$ cat src/rtl/cpwm_shadow_commit_ctrl.sv
// Shadow/active double buffer for the PWM period and compare registers.
// Each channel has its own small FSM with three states: EMPTY, LOADED and ARMED.
// New values stay in a shadow register until the channel's own carrier event arrives.
// On that event the shadow values are copied to the active registers.
// A timeout forces the copy for any channel whose carrier has stopped.
//
// Handshake: all strobes are single-cycle, level-sampled on the rising clock edge.
// No back-pressure exists. Instead, a write that targets an ARMED channel is dropped
// and reported through the sticky wr_err flag.
module cpwm_shadow_commit_ctrl #(
    parameter int N_CH  = 8,
    parameter int CNT_W = 16,
    parameter int TO_W  = 24,
    parameter int CH_W  = 3
) (
    input  logic                  clk,
    input  logic                  reset,
    input  logic                  wr_en,
    input  logic [CH_W-1:0]       wr_ch,
    input  logic [CNT_W-1:0]      wr_period,
    input  logic [CNT_W-1:0]      wr_compare,
    input  logic                  commit_req,
    input  logic [N_CH-1:0]       commit_mask,
    input  logic [N_CH-1:0]       sync_event,
    input  logic [TO_W-1:0]       timeout_cycles,
    input  logic                  flag_clr,
    output logic [N_CH*CNT_W-1:0] period_x,
    output logic [N_CH*CNT_W-1:0] compare_x,
    output logic [N_CH-1:0]       loaded,
    output logic [N_CH-1:0]       armed,
    output logic [N_CH-1:0]       commit_pulse,
    output logic                  busy,
    output logic                  timeout_flag,
    output logic                  wr_err,
    output logic [2*N_CH-1:0]     dbg_state
);

    typedef enum logic [1:0] {
        ST_EMPTY  = 2'd0,
        ST_LOADED = 2'd1,
        ST_ARMED  = 2'd2
    } ch_state_t;

    ch_state_t          r_state   [N_CH];
    ch_state_t          w_next    [N_CH];
    logic [CNT_W-1:0]   r_shd_per [N_CH];
    logic [CNT_W-1:0]   r_shd_cmp [N_CH];
    logic [CNT_W-1:0]   r_act_per [N_CH];
    logic [CNT_W-1:0]   r_act_cmp [N_CH];
    logic [N_CH-1:0]    r_pulse;
    logic [TO_W-1:0]    r_cnt;
    logic               r_timeout_flag;
    logic               r_wr_err;

    logic [N_CH-1:0]    w_wr_hit;
    logic [N_CH-1:0]    w_shadow_we;
    logic [N_CH-1:0]    w_fire;
    logic [N_CH-1:0]    w_loaded;
    logic [N_CH-1:0]    w_armed;
    logic               w_busy;
    logic               w_timeout;
    logic               w_arms_any;
    logic               w_wr_reject;

    // Decode the current channel states into flag vectors.
    always_comb begin
        w_loaded = '0;
        w_armed  = '0;
        for (int i = 0; i < N_CH; i++) begin
            w_loaded[i] = (r_state[i] == ST_LOADED);
            w_armed[i]  = (r_state[i] == ST_ARMED);
        end
    end

    assign w_busy = |w_armed;

    // The timeout fires once the counter reaches timeout_cycles-1 while any channel is armed.
    // A timeout_cycles value of 0 disables the timeout.
    assign w_timeout = (timeout_cycles != '0) && w_busy &&
                       (r_cnt == (timeout_cycles - TO_W'(1)));

    // Per-channel next-state logic and the write, arm and commit qualifiers.
    always_comb begin
        w_wr_hit    = '0;
        w_shadow_we = '0;
        w_fire      = '0;
        w_arms_any  = 1'b0;
        w_wr_reject = 1'b0;
        for (int i = 0; i < N_CH; i++) begin
            w_next[i]      = r_state[i];
            w_wr_hit[i]    = wr_en && (int'(wr_ch) == i);
            w_shadow_we[i] = w_wr_hit[i] && (r_state[i] != ST_ARMED);
            case (r_state[i])
                ST_EMPTY: begin
                    if (w_wr_hit[i]) begin
                        if (commit_req && commit_mask[i]) begin
                            w_next[i]  = ST_ARMED;
                            w_arms_any = 1'b1;
                        end else begin
                            w_next[i] = ST_LOADED;
                        end
                    end
                end
                ST_LOADED: begin
                    if (commit_req && commit_mask[i]) begin
                        w_next[i]  = ST_ARMED;
                        w_arms_any = 1'b1;
                    end
                end
                ST_ARMED: begin
                    if (w_wr_hit[i]) begin
                        w_wr_reject = 1'b1;
                    end
                    if (sync_event[i] || w_timeout) begin
                        w_fire[i] = 1'b1;
                        w_next[i] = ST_EMPTY;
                    end
                end
                default: w_next[i] = ST_EMPTY;
            endcase
        end
    end

    // Register the channel states, the shadow and active values, and the commit pulses.
    always_ff @(posedge clk) begin
        if (reset) begin
            r_pulse <= '0;
            for (int i = 0; i < N_CH; i++) begin
                r_state[i]   <= ST_EMPTY;
                r_shd_per[i] <= '0;
                r_shd_cmp[i] <= '0;
                r_act_per[i] <= '0;
                r_act_cmp[i] <= '0;
            end
        end else begin
            r_pulse <= w_fire;
            for (int i = 0; i < N_CH; i++) begin
                r_state[i] <= w_next[i];
                if (w_shadow_we[i]) begin
                    r_shd_per[i] <= wr_period;
                    r_shd_cmp[i] <= wr_compare;
                end
                if (w_fire[i]) begin
                    r_act_per[i] <= r_shd_per[i];
                    r_act_cmp[i] <= r_shd_cmp[i];
                end
            end
        end
    end

    // Timeout counter: restarts on every successful arm, counts while busy, saturates at all-ones.
    always_ff @(posedge clk) begin
        if (reset) begin
            r_cnt <= '0;
        end else if (w_arms_any) begin
            r_cnt <= '0;
        end else if (w_busy) begin
            if (r_cnt != '1) begin
                r_cnt <= r_cnt + TO_W'(1);
            end
        end else begin
            r_cnt <= '0;
        end
    end

    // Sticky flags. When a set and a clear arrive in the same cycle, the set wins.
    always_ff @(posedge clk) begin
        if (reset) begin
            r_timeout_flag <= 1'b0;
            r_wr_err       <= 1'b0;
        end else begin
            if (w_timeout) begin
                r_timeout_flag <= 1'b1;
            end else if (flag_clr) begin
                r_timeout_flag <= 1'b0;
            end
            if (w_wr_reject) begin
                r_wr_err <= 1'b1;
            end else if (flag_clr) begin
                r_wr_err <= 1'b0;
            end
        end
    end

    genvar g;
    generate
        for (g = 0; g < N_CH; g++) begin : g_pack
            assign period_x[CNT_W*g +: CNT_W]  = r_act_per[g];
            assign compare_x[CNT_W*g +: CNT_W] = r_act_cmp[g];
            assign dbg_state[2*g +: 2]         = r_state[g];
        end
    endgenerate

    assign loaded       = w_loaded;
    assign armed        = w_armed;
    assign busy         = w_busy;
    assign commit_pulse = r_pulse;
    assign timeout_flag = r_timeout_flag;
    assign wr_err       = r_wr_err;

endmodule

$ cat config.mk
export PLATFORM = sky130hd
export DESIGN_NAME = cpwm_shadow_commit_ctrl
export DESIGN_NICKNAME = d
export VERILOG_FILES = /design/src/rtl/cpwm_shadow_commit_ctrl.sv
export SDC_FILE = /design/constraint.sdc
export NUM_CORES = 1
export LEC_CHECK = 0
export CORE_AREA = 2 2 233 235
export DETAILED_ROUTE_END_ITERATION = 12
export DIE_AREA = 0 0 235 237
export PLACE_DENSITY = 0.68
export SYNTH_ARGS = -nofsm -noshare
export SYNTH_HDL_FRONTEND = slang
export SYNTH_SLANG_ARGS = --single-unit
$ cat constraint.sdc
create_clock -name clk -period 7.3 [get_ports clk]
set_input_delay 0.73 -clock clk [delete_from_list [all_inputs] [get_ports clk]]
set_output_delay 0.73 -clock clk [all_outputs]
set_load 0.005 [all_outputs]
==> results.json <==
{
  "status": "finished clean",
  "fin_skew_ns": 0.0479,
  "crit_cells": 9,
  "max-cap-violations": 0,
  "drt_iter0_drc": 1344,
  "synth_top_cell_by_area": "edfxtp_1",
  "critPathTopFamily": "compound AO/OA/AOI/OAI gates",
  "yosysUniqueCellTypes": 61,
  "r2r_end": "r_act_per[0][47]",
  "startpoint_type": "input port",
  "synth_edf_count": 512,
  "dpl_worst_slack_ns": 1.30,
  "finalCritPeriodShare": 0.743,
  "wl_per_cell_um": 25.7,
  "die-width_um": 235,
  "rsz0062_at_grt": "false",
  "path_buf_inv": 2,
  "boundaryPins": 379,
  "clkSlewWorstSetupHoldPaths_ns": 0.06,
  "synthAdderAreaFrac": 0.00106,
  "wl_um": 68500,
  "core_area_um2": 53300,
  "fill_cells": 4187,
  "dieArea_um2": 55700,
  "clock_sinks": 562,
  "leakage_nw": 9.94,
  "slowest_stage": "a2111oi_4",
  "ys_warn_count": 0,
  "path_cells": "clkdlybuf4s50_1 > or4_1 > nor4_1 > xnor2_1 > nand3_1 > a2111oi_4 > a41oi_4 > buf_4 > o21bai_4",
  "synth_most_common_cell": "edfxtp_1",
  "ctsHoldBuffers": 0,
  "slew_headroom": 0.182,
  "seq_area_frac_synth": 0.692,
  "detail-route-antenna-nets": 0,
  "cellPowerDensity_nw_per_um2": 243,
  "worstMarginPinSlew_ns": 1.23,
  "design_area_um2": 30100,
  "crit_end": "r_act_per[0][47]",
  "ys.flop_type": "edfxtp_1",
  "fmax_ghz": 0.184,
  "grt_pass1_vias": 14400,
  "critical_path_class": "input port to register",
  "hp-class": "register to register",
  "synth-simple-area-share": 0.223,
  "num_rows": 85,
  "cts_resized": 0,
  "place_area_um2": 28100,
  "finalHoldViolCount": 0,
  "io_buffers": 378,
  "via_per_inst": 5.45,
  "initial_utilization": 0.444,
  "crit_start": "timeout_cycles[4]",
  "cts_tree": "yes",
  "setup_viol": 0,
  "drt_pass1_iterations": 5,
  "layout-drive-gt1-share": 0.170,
  "setup_ws_ns": 1.88,
  "finalSetupTns_ns": 0,
  "insertion_delay_ns": 0.64,
  "diodes": 0,
  "yosys-top-cells-count": "edfxtp_1 (512), nor2_1 (243), nor4b_2 (167), clkbuf_1 (91), nor2b_1 (72)",
  "synth_area_um2": 23700,
  "synth_xor_area_frac": 0.0189,
  "r2r_cells": 9,
  "clockBufferDepth": 3,
  "area_growth_pct": 27.0,
  "grt_overflow": 0,
  "worst_ir_drop_vdd_mv": 0.210,
  "cts_max_level": 2,
  "grt_pass1_wl_um": 98000,
  "worstSetupEndpointType": "register",
  "ys_seq_elements": 562,
  "track_usage": 0.243,
  "root_buffer": "clkbuf_16",
  "crit_required_ns": 7.55,
  "final_max_slew_viol_count": 0,
  "power.total_mw": 7.32,
  "synth_cells": 1565,
  "timing.rr.start": "r_state[0][2]",
  "synth_compound_area_frac": 0.0318,
  "post_cts_buffers": 0,
  "r2r_slack_ns": 2.71,
  "grt_max_degree": 120,
  "synth_top_cell_area_share": 0.649,
  "synth_top_family_by_area": "simple AND/OR/NAND/NOR gates",
  "syn_area_per_cell_um2": 15.1,
  "cp_max_fo": 34,
  "die-height_um": 237,
  "antenna_found_initial": 0,
  "hpwlAfterDp_um": 44200,
  "synth_nets": 1647,
  "period_needed_ns": 5.43,
  "critPathMaxStageDelay_ns": 1.10,
  "synth_area_leaders": "edfxtp_1 (65%), nor4b_2 (11%), dfxtp_1 (4.2%)",
  "gp_congestion": 0.884,
  "vias": 14500,
  "synthArstFlopShare": 0,
  "cts-buffers-inserted": 57,
  "final_nets": 2000,
  "worstPathArrival_ns": 5.68,
  "drc": 0,
  "holdWs_ns": 0.527,
  "synth_mux_area_frac": 0.00127
}
## state kept, by name, indices dropped and copies added, names as in the netlist
| register | cells |
|---|---|
| r_state | 16 |
| wr_err | 1 |
| r_cnt | 24 |
| r_act_per | 128 |
| r_act_cmp | 128 |
| commit_pulse | 8 |
| r_shd_cmp | 128 |
| r_shd_per | 128 |
| timeout_flag | 1 |
## final cells by class
cell class,instances,area [µm²],share of cell area
flip-flops and latches,562,16400,0.545
multi-input cells,834,6620,0.220
repair buffers,409,4030,0.134
clock buffers,63,1460,0.0485
well taps,696,871,0.0290
clock inverters,45,515,0.0171
inverters,54,203,0.00674
## worst min path at each step
stage,from,endpoint,slack [ns],cells after the start
after floorplan,r_cnt[1],r_cnt[1],0.48,2
after global placement,r_shd_per[1][48],r_act_per[1][48],0.52,1
after detailed placement,r_shd_cmp[1][41],r_act_cmp[1][41],0.52,1
after CTS,r_shd_cmp[1][43],r_act_cmp[1][43],0.53,1
after global routing,r_shd_cmp[1][45],r_act_cmp[1][45],0.55,1
final,r_shd_cmp[1][41],r_act_cmp[1][41],0.53,1
## power by group
part           internal, mW  switching (mW)
logic                 0.224           0.325
clock network          1.77            1.29
registers              3.66          0.0479
total                  5.66            1.66
## through the flow
stage               utilization  std cells
CTS                       0.564       2663
floorplan                     -       1565
global placement          0.527       2555
global route              0.564       2663
finish                    0.564       2663
detailed placement        0.527       2555
## cell families (layout without fill, tap and decap cells)
logic type	Yosys count	after routing
AOI/OAI and AO/OA	81	81
xor gates and xnor gates	51	51
adders and majority gates	2	2
buffers and inverters	169	571
DFF	562	562
muxes	3	3
and+or+nand+nor	697	697
## routing by layer
layer | share of wire | GRT usage
met5 | 0 | 0
met1 | 0.41 | 0.316
met4 | 0.044 | 0.111
met3 | 0.057 | 0.0394
met2 | 0.49 | 0.400
## placed cells by master, fill, tap and decap left out, drive strengths merged, types with 4 or more instances in the layout
master and count:
edfxtp 512, a21oi 11, o21ai 7, nor3b 7, or3 11, o41ai 4, clkinvlp 7, nor4 12
and4 4, or2 7, o22ai 7, bufinv 9, dfxtp 50, nor2b 72, xnor2 25, or4 9
and3 7, clkinv 23, nor4b 194, nand3 14, nor2 244, a2111oi 4, o21bai 10, nand2 27
xor2 26, a41oi 6, nor3 17, clkbuf 63, a211oi 7, nand4 11, clkdlybuf4s50 377, buf 32
nand2b 48, inv 60
(Power assumes the default switching activity.)
